**src/rtl/excp_commit.sv**
```systemverilog
// Exception/ERTN commit unit: takes retiring WB instructions, resolves trap priority,
// pulses csr_bus for one cycle and holds pipe_flush while the front-end redirects.
//
// state | meaning
// IDLE  | accepting WB instructions, no flush
// ISSUE | csr_bus carries the decoded trap, flush asserted
// DRAIN | flush held for DRAIN_CYCLES while the redirect settles
module excp_commit #(
    parameter int DRAIN_CYCLES = 3,
    parameter int CSR_BUS_WD   = 82
) (
    input  logic                  clk,
    input  logic                  rst,
    input  logic                  wb_valid,
    output logic                  wb_ready,
    input  logic [31:0]           wb_pc,
    input  logic [31:0]           wb_vaddr,
    input  logic [4:0]            wb_excp,
    input  logic                  wb_is_ertn,
    input  logic                  wb_csr_wen,
    input  logic                  have_intrpt,
    output logic [CSR_BUS_WD-1:0] csr_bus,
    output logic                  commit_csr_wen,
    output logic                  commit_valid,
    output logic                  pipe_flush,
    output logic [31:0]           excp_count
);

    typedef enum logic [1:0] {
        IDLE  = 2'd0,
        ISSUE = 2'd1,
        DRAIN = 2'd2
    } state_t;

    localparam logic [3:0] DRAIN_LOAD = 4'(DRAIN_CYCLES - 1);
    localparam int IN_EXCP_BIT = CSR_BUS_WD - 2;

    state_t state, state_next;
    logic [3:0] drain_cnt;
    logic accept;
    logic trap;

    logic        dec_is_ertn;
    logic        dec_in_excp;
    logic [5:0]  dec_ecode;
    logic [31:0] dec_era;
    logic        dec_use_badv;
    logic [31:0] dec_badv;
    logic [CSR_BUS_WD-1:0] dec_bus;

    assign accept = wb_valid & (state == IDLE) & ~rst;
    assign trap   = have_intrpt | (|wb_excp) | wb_is_ertn;

    // wb_excp = {ale,brk,sys,ine,adef}; interrupt outranks all, ERTN only when nothing else fires
    always_comb begin
        dec_is_ertn  = 1'b0;
        dec_in_excp  = 1'b1;
        dec_ecode    = 6'h00;
        dec_era      = wb_pc;
        dec_use_badv = 1'b0;
        dec_badv     = 32'd0;
        if (have_intrpt) begin
            dec_ecode = 6'h00;
        end else if (wb_excp[0]) begin
            dec_ecode    = 6'h08;
            dec_use_badv = 1'b1;
            dec_badv     = wb_pc;
        end else if (wb_excp[1]) begin
            dec_ecode = 6'h0D;
        end else if (wb_excp[2]) begin
            dec_ecode = 6'h0B;
        end else if (wb_excp[3]) begin
            dec_ecode = 6'h0C;
        end else if (wb_excp[4]) begin
            dec_ecode    = 6'h09;
            dec_use_badv = 1'b1;
            dec_badv     = wb_vaddr;
        end else begin
            dec_is_ertn = wb_is_ertn;
            dec_in_excp = 1'b0;
            dec_era     = 32'd0;
        end
    end

    assign dec_bus = {dec_is_ertn, dec_in_excp, dec_ecode, 9'd0, dec_era, dec_use_badv, dec_badv};

    always_ff @(posedge clk) begin
        if (rst) begin
            state <= IDLE;
        end else begin
            state <= state_next;
        end
    end

    always_comb begin
        state_next = state;
        case (state)
            IDLE:    if (accept && trap) state_next = ISSUE;
            ISSUE:   state_next = DRAIN;
            DRAIN:   if (drain_cnt == 4'd0) state_next = IDLE;
            default: state_next = IDLE;
        endcase
    end

    always_comb begin
        wb_ready       = (state == IDLE) & ~rst;
        pipe_flush     = (state != IDLE);
        commit_valid   = accept & ~trap;
        commit_csr_wen = accept & ~trap & wb_csr_wen;
    end

    // csr_bus is nonzero only in the cycle after a trapping accept
    always_ff @(posedge clk) begin
        if (rst) begin
            csr_bus <= '0;
        end else if (accept && trap) begin
            csr_bus <= dec_bus;
        end else begin
            csr_bus <= '0;
        end
    end

    always_ff @(posedge clk) begin
        if (rst) begin
            drain_cnt <= 4'd0;
        end else if (state == ISSUE) begin
            drain_cnt <= DRAIN_LOAD;
        end else if (state == DRAIN && drain_cnt != 4'd0) begin
            drain_cnt <= drain_cnt - 4'd1;
        end
    end

    always_ff @(posedge clk) begin
        if (rst) begin
            excp_count <= 32'd0;
        end else if (state == ISSUE && csr_bus[IN_EXCP_BIT]) begin
            excp_count <= excp_count + 32'd1;
        end
    end

endmodule

```
**config.mk**
```make
export PLATFORM = sky130hd
export DESIGN_NAME = excp_commit
export DESIGN_NICKNAME = d
export VERILOG_FILES = /design/src/rtl/excp_commit.sv
export SDC_FILE = /design/constraint.sdc
export NUM_CORES = 1
export LEC_CHECK = 0
export ABC_CLOCK_PERIOD_IN_PS = 2000
export CAP_MARGIN = 10
export CORE_MARGIN = 5
export CORE_UTILIZATION = 37
export DETAILED_ROUTE_END_ITERATION = 10
export GPL_ROUTABILITY_DRIVEN = 0
export GPL_TIMING_DRIVEN = 0
export PLACE_DENSITY_LB_ADDON = 0.25
export SYNTH_ARGS = -nofsm -noshare
export SYNTH_HDL_FRONTEND = slang
export SYNTH_SLANG_ARGS = --single-unit
export TNS_END_PERCENT = 50
```
**constraint.sdc**
```tcl
create_clock -name clk -period 2 [get_ports clk]
set_input_delay 0.2 -clock clk [delete_from_list [all_inputs] [get_ports clk]]
set_output_delay 0.2 -clock clk [all_outputs]
set_load 0.03 [all_outputs]
```
==> reports/metrics.csv <==
metric,value,unit
first-pass GRT wire length,18300,um
"Top FF cell, synth",dfxtp_1,
GRT Util Overall,17.2,%
I/O pin count,193,
Hold Crit Class,primary input to flop,
post-DP HPWL,9050,um
fin. max-slew vios,0,
TritonCTS clock tree,yes,
register area share after synthesis,51.8,%
Synth area leader,dfxtp_1,
skew final,0.00553,ns
post-route setup TNS,0,ns
Post-Syn Area,4210,um2
post-route cell area,6730,um2
Max IR drop VDD,0.405,mV
Worst EP required,2.23,ns
Skew-Pair Late Insertion Delay,0.34,ns
post-synthesis async set-or-reset flop share,0,%
initial antenna violation count,1,
crit share post-route,96.7,%
crit path max fanout,8,
CP Data Arrival Time,2.16,ns
Post-synth EDFFs,0,
commonest cells in the netlist,"109 x dfxtp_1, 55 x nor2_1, 33 x and2_1",
Max clock buf depth,2,
synth warn,0,
Post-Layout Cell Count,787,
Startpoint Class,flop,
Setup CP Type,flop to flop,
vias in the first global route,3633,
die area,13600,um2
Vias/cell,4.81,
Final WS setup,0.0656,ns
Die Height,117,um
Final Hold Viols,0,
total gr overflow,0,
worst rel slew slack,52.6,%
Pleak,2.64,nW
reg-to-reg startpoint,excp_count[0],
"flops & latches, synth",109,
Unique masters post-synth,46,
Core Footprint,11300,um2
Synth top area share,51.8,%
RSZ-0062 raised after global routing,true,
Inst Count DP,765,
"Endpoint, Worst Hold",csr_bus[75],
layout cells sized above 1,12.6,%
Syn Area/Cell,9.74,um2
final setup fails,0,
Avg WL per Cell,15.1,um
CTS root buffer,clkbuf_16,
Gate Count Post-Synth,432,
hold path cells,2,
# DRC,0,
Filler cells,962,
CTS sink count,109,
DP Area,6240,um2
hold bufs inserted after CTS,0,
hold slack,0.199,ns
final layout net count,715,
Port Buffers,180,
vias,3782,
RR Endpoint,excp_count[29],
status,completed,
die width,117,um
First DRT Iteration DRCs,147,
Worst R2R Setup Slack,0.07,ns
Rows,39,
f_max,517,MHz
"top cells by area, synth","dfxtp_1 52%, mux2i_1 6.9%, and2_1 4.9%",
Crit. End Element,flop,
TritonCTS Buffers,9,
MaxCap Viol Count,0,
H-tree depth,3,
Starting Density,37.3,%
largest net degree at the start of global routing,19,
final wirelength,11900,um
PwrDens,682,nW/um2
fin crit period,1.93,ns
hold wc startpoint,wb_excp[1],
synth-to-layout area growth,60.0,%
"Clk pin slew, worst setup/hold paths",0.07,ns
First-pass DRT Iterations,4,
"antenna viol nets, final",0,
reg2reg path depth,5,
worst-margin pin slew,0.711,ns
top-count cell post-synth,dfxtp_1,
"worst slack, placed",-0.652,ns
area by class of cell:
cell class	instances	area, um2	area share [%]
Antenna cell	1	2.50	0.0372
Buffer	35	241	3.59
Clock buffer	9	225	3.35
Clock inverter	7	75.1	1.12
Inverter	12	45.0	0.669
Multi-Input combinational cell	286	1920	28.5
Sequential cell	109	2200	32.7
Tap cell	143	179	2.66
Timing Repair Buffer	185	1840	27.4
state kept, by name, summed over array words and instances (netlist names):
name,cells
csr_bus,71
drain_cnt,4
excp_count,32
state,2
report_power, final:
part | switching [W] | internal (W)
Clock | 0.000810 | 0.000979
Sequential | 0.0000184 | 0.00221
Combinational | 0.000282 | 0.000289
Total | 0.00111 | 0.00348
stage by stage:
| stage | total power [W] | utilization, % |
|---|---|---|
| floorplan | 0.00256 | - |
| global placement | 0.00285 | 55.3 |
| detailed placement | 0.00286 | 55.3 |
| CTS | 0.00465 | 58.3 |
| global route | 0.00480 | 59.7 |
| finish | 0.00459 | 59.7 |
repair_timing:
| item | 4_1_cts | 5_1_grt |
|---|---|---|
| endpoints found under the hold margin | 0 | 0 |
| setup endpoints to repair | 19 | 60 |
| setup buffers | 0 | 5 |
| resized for setup | 27 | 40 |
| pin swaps | 0 | 6 |
cells by family after synthesis:
| family | Yosys count | share of synthesized area [%] |
|---|---|---|
| multiplexers | 34 | 8.23 |
| AO/OA/AOI/OAI | 47 | 6.99 |
| XOR/XNOR | 13 | 2.71 |
| other | 1 | 0.0891 |
| flip-flops | 109 | 51.8 |
| buffers and inverters | 47 | 6.30 |
| adder cells (fa/ha/maj) | 2 | 0.594 |
| AND/OR/NAND/NOR | 179 | 23.2 |
routing by layer:
layer	share of wire [%]	wire [um]	vias up	track usage [%]
met4	1.3	159	0	5.89
met1	38	4470	1748	18.5
met3	11	1250	12	8.76
met2	50	5980	135	29.1
met5	0	0	-	0
li1	-	-	1887	-
placed cells by master, fill, tap and decap left out, drive strengths merged, types with 6 or more instances in the layout:
cell             n
nand4            9
o21ai            6
nor3            12
xnor2           10
a21oi           21
nor2b            7
clkdlybuf4s50  172
or4             13
nand3            8
nor2            55
dfxtp          109
mux2i           29
nand2           14
buf             30
inv             13
o31ai           11
nor4            11
conb            11
and2            33
clkbuf          20
worst max-delay path by stage:
stage,depth (start not counted),end,from
after floorplan,6,excp_count[30],excp_count[0]
after global placement,5,commit_csr_wen,rst
after detailed placement,6,commit_csr_wen,wb_excp[4]
after CTS,6,commit_csr_wen,wb_excp[4]
after global routing,5,excp_count[29],excp_count[3]
final,5,excp_count[29],excp_count[0]
worst max-delay path: stages, from the launching register on:
cell     delay (ns)
dfxtp_4        0.38
nand4_1        0.23
or3_4          0.45
buf_6          0.14
nor4_1         0.25
mux2_2         0.37
Note: power is estimated with default switching activity, not from simulation.
